File: config.mk
export PLATFORM = sky130hd
export DESIGN_NAME = m65c02_bus_responder
export DESIGN_NICKNAME = d
export VERILOG_FILES = /design/src/rtl/m65c02_bus_responder_pkg.sv /design/src/rtl/m65c02_bus_responder_addrdec.sv /design/src/rtl/m65c02_bus_responder.sv
export SDC_FILE = /design/constraint.sdc
export NUM_CORES = 1
export LEC_CHECK = 0
export BUFFER_PORTS_ARGS = -buffer_cell sky130_fd_sc_hd__buf_4
export CORE_UTILIZATION = 40
export DETAILED_ROUTE_END_ITERATION = 10
export GPL_ROUTABILITY_DRIVEN = 0
export GPL_TIMING_DRIVEN = 0
export MAX_ROUTING_LAYER = met4
export PLACE_DENSITY = 0.8
export RECOVER_POWER = 25
export SKIP_LAST_GASP = 1
export SLEW_MARGIN = 20
export SYNTH_ARGS = -nofsm -noshare
export SYNTH_HDL_FRONTEND = slang
export SYNTH_SLANG_ARGS = --single-unit
File: constraint.sdc
create_clock -name Clk -period 4.1 [get_ports Clk]
set_input_delay 0 -clock Clk [delete_from_list [all_inputs] [get_ports Clk]]
set_output_delay 0 -clock Clk [all_outputs]
set_load 0.02 [all_outputs]
File: src/rtl/m65c02_bus_responder_pkg.sv
// Shared encodings for the M65C02A core bus: op codes, region codes and
// responder FSM states.
package M65C02_Pkg;

  localparam logic [1:0] pNOP = 2'b00;
  localparam logic [1:0] pWR  = 2'b01;
  localparam logic [1:0] pRD  = 2'b10;
  localparam logic [1:0] pIF  = 2'b11;

  localparam int unsigned CNT_W = 3;
  localparam int unsigned TMO_W = 8;

  typedef enum logic [1:0] {
    pRAM = 2'd0,
    pROM = 2'd1,
    pIO  = 2'd2
  } region_t;

  typedef enum logic {
    pIDLE = 1'b0,
    pWAIT = 1'b1
  } state_t;

  // RD and IF both drive the data bus toward the core.
  function automatic logic is_read(input logic [1:0] op);
    return op[1];
  endfunction

endpackage

File: src/rtl/m65c02_bus_responder_addrdec.sv
// Address decoder: maps AO to a memory region and that region's wait count.
module M65C02_AddrDec
  import M65C02_Pkg::*;
#(
  parameter int unsigned RAM_WS   = 0,
  parameter int unsigned ROM_WS   = 1,
  parameter int unsigned IO_WS    = 2,
  parameter logic [3:0]  ROM_BASE = 4'hC,
  parameter logic [7:0]  IO_PAGE  = 8'hFE
) (
  input  logic [15:0]      i_ao,
  output region_t          o_rgn,
  output logic [CNT_W-1:0] o_ws
);

  // IO page wins over ROM, ROM wins over RAM.
  always_comb begin
    o_rgn = pRAM;
    o_ws  = CNT_W'(RAM_WS);
    if (i_ao[15:8] == IO_PAGE) begin
      o_rgn = pIO;
      o_ws  = CNT_W'(IO_WS);
    end else if (i_ao[15:12] >= ROM_BASE) begin
      o_rgn = pROM;
      o_ws  = CNT_W'(ROM_WS);
    end
  end

endmodule

File: src/rtl/m65c02_bus_responder.sv
// Memory-side bus responder: chip selects, SRAM strobes, per-region wait
// states, IO ready extension and sticky IO timeout flag.
module m65c02_bus_responder
  import M65C02_Pkg::*;
#(
  parameter int unsigned RAM_WS   = 0,
  parameter int unsigned ROM_WS   = 1,
  parameter int unsigned IO_WS    = 2,
  parameter logic [3:0]  ROM_BASE = 4'hC,
  parameter logic [7:0]  IO_PAGE  = 8'hFE,
  parameter int unsigned TMO      = 63
) (
  input  logic        Clk,
  input  logic        Rst,
  input  logic [1:0]  IO_Op,
  input  logic [15:0] AO,
  input  logic [7:0]  DO,
  output logic        Wait,
  output logic [7:0]  DI,
  output logic        nCE_RAM,
  output logic        nCE_ROM,
  output logic        nCE_IO,
  output logic        nOE,
  output logic        nWE,
  output logic [15:0] MA,
  output logic [7:0]  MD_O,
  input  logic [7:0]  MD_I,
  input  logic        xRdy,
  output logic        BusErr
);

  state_t            r_state, w_state_nxt;
  region_t           r_rgn, w_rgn_nxt, w_dec_rgn, w_rgn_act;
  logic [CNT_W-1:0]  r_cnt, w_cnt_nxt, w_dec_ws;
  logic [TMO_W-1:0]  r_tmo, w_tmo_nxt;
  logic              r_buserr, w_buserr_nxt;
  logic              w_op, w_io_hold, w_forced, w_wait, w_act;

  M65C02_AddrDec #(
    .RAM_WS  (RAM_WS),
    .ROM_WS  (ROM_WS),
    .IO_WS   (IO_WS),
    .ROM_BASE(ROM_BASE),
    .IO_PAGE (IO_PAGE)
  ) u_addrdec (
    .i_ao (AO),
    .o_rgn(w_dec_rgn),
    .o_ws (w_dec_ws)
  );

  assign w_op = (IO_Op != pNOP);

  always_ff @(posedge Clk) begin
    if (Rst) begin
      r_state  <= pIDLE;
      r_rgn    <= pRAM;
      r_cnt    <= '0;
      r_tmo    <= '0;
      r_buserr <= 1'b0;
    end else begin
      r_state  <= w_state_nxt;
      r_rgn    <= w_rgn_nxt;
      r_cnt    <= w_cnt_nxt;
      r_tmo    <= w_tmo_nxt;
      r_buserr <= w_buserr_nxt;
    end
  end

  // Next state, wait-state counting and timeout detection.
  always_comb begin
    w_state_nxt  = r_state;
    w_rgn_nxt    = r_rgn;
    w_cnt_nxt    = r_cnt;
    w_tmo_nxt    = r_tmo;
    w_buserr_nxt = r_buserr;
    w_rgn_act    = w_dec_rgn;
    w_io_hold    = 1'b0;
    w_wait       = 1'b0;
    w_forced     = 1'b0;
    unique case (r_state)
      pIDLE: begin
        if (w_op && (w_dec_ws != '0)) begin
          w_wait      = 1'b1;
          w_cnt_nxt   = w_dec_ws - CNT_W'(1);
          w_rgn_nxt   = w_dec_rgn;
          w_tmo_nxt   = '0;
          w_state_nxt = pWAIT;
        end
      end
      pWAIT: begin
        w_rgn_act = r_rgn;
        w_io_hold = (r_rgn == pIO) && !xRdy;
        w_wait    = (r_cnt != '0) || (w_io_hold && (r_tmo != TMO_W'(TMO)));
        w_forced  = !w_wait && w_io_hold;
        if (r_cnt != '0) begin
          w_cnt_nxt = r_cnt - CNT_W'(1);
        end else if (r_rgn == pIO) begin
          w_tmo_nxt = r_tmo + TMO_W'(1);
        end
        if (!w_wait) begin
          w_state_nxt = pIDLE;
          if (w_forced) w_buserr_nxt = 1'b1;
        end
      end
      default: w_state_nxt = pIDLE;
    endcase
    if (Rst) begin
      w_wait   = 1'b0;
      w_forced = 1'b0;
    end
  end

  // Strobes and selects are suppressed in the reset cycle.
  assign w_act   = w_op && !Rst;
  assign Wait    = w_wait;
  assign nCE_RAM = !(w_act && (w_rgn_act == pRAM));
  assign nCE_ROM = !(w_act && (w_rgn_act == pROM));
  assign nCE_IO  = !(w_act && (w_rgn_act == pIO));
  assign nOE     = !(w_act && is_read(IO_Op));
  assign nWE     = !(w_act && (IO_Op == pWR) && (w_rgn_act != pROM));
  assign DI      = Rst      ? 8'h00 :
                   w_forced ? 8'hFF :
                   is_read(IO_Op) ? MD_I : 8'h00;
  assign MA      = AO;
  assign MD_O    = DO;
  assign BusErr  = r_buserr;

endmodule

==> reports/qor.csv <==
metric,value,unit
status,"finished, final reports clean",
synth warn,0,
ratio of cells with drive above 1 in the final layout,38.6,%
detailed-route via count,1236,
Die H,54.7,um
most numerous cell in the Yosys netlist,buf_4,
leak pwr,0.749,nW
post-synth top area cell,dfxtp_1,
Crit. End Element,primary output,
placed inst area,0.00159,sq mm
Max Fclk,460,MHz
pwr dens,232,mW/mm^2
hold path start,xRdy,
Bufs on Longest Clock Path,2,
HPWL Detailed,2590,um
Die Area,0.00299,sq mm
commonest cells in the netlist,"buf_4, dfxtp_1, a21oi_1, nor2_1",
WL final,3200,um
H-tree levels,1,
Worst-Skew Late Latency,0.30,ns
number of flops mapped to enable cells by yosys,0,
largest net degree at the start of global routing,11,
Multi-input gate area,596,sq um
Worst R2R Start,r_state$_SDFF_PP0_,
crit path max fanout,8,
Port Buffers,59,
global-route wire length before repair,4730,um
Syn Inst Count,138,
DRC,0,
sequential cell area,300,sq um
Syn Std Cell Area,0.00111,sq mm
Finish-stage setup viols,0,
core area,0.00254,sq mm
filler cell count,248,
GRT Util Overall,23.0,%
fin crit share,53.0,%
CTS tree,yes,
Clock Root Buffer,clkbuf_4,
crit path from,r_tmo[0]$_SDFFE_PP0P_,
Post-synth top flop,dfxtp_1,
Max Slew Vio Count,0,
initial antenna violation count,0,
worst slew pin tran,0.538,ns
1st-iter DRT viols,12,
cts bufs inserted,3,
vias in the first global route,1161,
Final ANT Viol Nets,0,
most area-consuming cells after synthesis,"dfxtp_1, buf_4, a21o_1, a21oi_1, nor3b_1",
syn_area_per_cell,8.05,sq um
minimum clock period,2.18,ns
Final Hold Fails,0,
RSZ-0062 raised after global routing,false,
Worst path slowest cell,nor2_1,
Peak VDD IR,167,uV
Layout Nets,242,
# IOs,76,
Initial Util,43.7,%
Worst EP arrival,2.18,ns
max incr delay on CP,0.45,ns
total grt overflow,0,
synth unique cells,37,
Worst EP required,4.10,ns
via density per instance,5.33,
Finished Cell Area,0.00158,sq mm
post-synthesis async set-or-reset flop share,0,%
DR pass1 iterations,5,
"Cell Chain, Critical Path","ha_1, nor3b_1, nand4_1, nor2_1, a21o_1, buf_4",
Max Cap Viol,0,
Synth Register Bits,15,
"CTS clk-pin slew, worst paths",0.10,ns
Yosys top cell area share,27.0,%
HP Class,primary input to register,
Worst Skew,0.00530,ns
post_cts resized,0,
final setup TNS,0,ns
mean routed wirelength per cell,13.8,um
area growth from synthesis to layout,42.2,%
critical path type,register to primary output,
syn_nets,177,
# rows,18,
Slew HR,64.0,%
diode count,0,
CTS sink count,15,
Setup crit start kind,register,
sequential area share after synthesis,27.0,%
die width,54.7,um
[path summary, 6_finish.rpt]
| path | slack [ns] | to | cells after the start |
|---|---|---|---|
| max | 1.92 | DI[4] | 6 |
| min reg2reg | 0.46 | BusErr$_SDFFE_PP0P_ | 2 |
| min | 0.05 | BusErr$_SDFFE_PP0P_ | 4 |
| max reg2reg | 2.23 | r_cnt[2]$_SDFFE_PP0P_ | 6 |
[flip-flops by register name, summed over array words and instances (netlist names)]
name	flops
r_state	1
r_cnt	3
r_tmo	8
BusErr	1
r_rgn	2
[through the flow]
step	std cells	hold slack (ns)	util [%]	total power (W)	setup slack, ns
2_1_floorplan	138	0.0911	-	0.000232	2.54
3_3_place_gp	227	0.197	62.5	0.000282	2.33
3_5_place_dp	227	0.197	62.5	0.000286	2.30
4_1_cts	232	0.0468	64.0	0.000377	1.96
5_1_grt	232	0.0804	62.1	0.000385	1.82
6_report	232	0.0510	62.1	0.000367	1.92
[cell type report]
cell class / count / area share (%)
Clock inverter: 1 / 0.317
Clock buffer: 3 / 1.43
Buffer: 28 / 12.4
Timing Repair Buffer: 60 / 25.6
Inverter: 5 / 1.19
Multi-Input combinational cell: 90 / 37.7
Tap cell: 30 / 2.38
Sequential cell: 15 / 19.0
[cell usage in the layout (no fill, tap or decap), types with 2 or more instances in the layout]
cell type  synthesis  layout
inv_1              5       5
clkbuf_4           0       3
or3_1              2       2
nand2_1            8       8
nand3_1            2       2
a21o_1             8       8
nor3b_1            7       7
nand2b_1           2       2
nor2b_1            2       2
nand4_1            2       2
and3_1             3       3
a22oi_1            2       2
dfxtp_1           15      15
mux2i_1            3       3
ha_1               2       2
o31ai_1            3       3
buf_4             24      70
or4_1              3       3
nor2_1             9       9
a21oi_1           11      11
a21boi_0           2       2
o21ai_0            5       5
clkbuf_1           3      16
[power breakdown]
group | internal (W) | switching, W
sequential | 0.000150 | 0.00000636
combinational | 0.0000606 | 0.0000605
clock | 0.0000364 | 0.0000534
total | 0.000247 | 0.000120
[per-layer routing]
layer / global-route usage, % / vias to the layer above / part of all wire [%]
li1: - / 612 / -
met1: 22.6 / 579 / 38
met2: 42.4 / 40 / 56
met3: 4.72 / 5 / 4.2
met4: 10.7 / 0 / 1.4
met5: - / - / 0
[critical path: cells and delay by family, from the launching register on]
kind | cells | cell delay (ns)
simple gates | 3 | 0.97
compound gates | 1 | 0.16
flops | 1 | 0.38
buf+inv | 1 | 0.14
fa+ha+maj | 1 | 0.22
[logic make-up after synthesis]
logic type | synth area share, %
flip-flops | 27.0
AO/OA/AOI/OAI | 21.8
AND/OR/NAND/NOR | 26.8
adder cells (fa/ha/maj) | 2.25
buffers and inverters | 19.4
multiplexers | 2.70
[timing repair]
item                       in CTS  in global routing
hold endpoints to repair        1                  0
setup buffers                   0                  0
hold buffers                    1                  0
setup endpoints to repair       0                  0
Power figures use the tool's default switching activity.
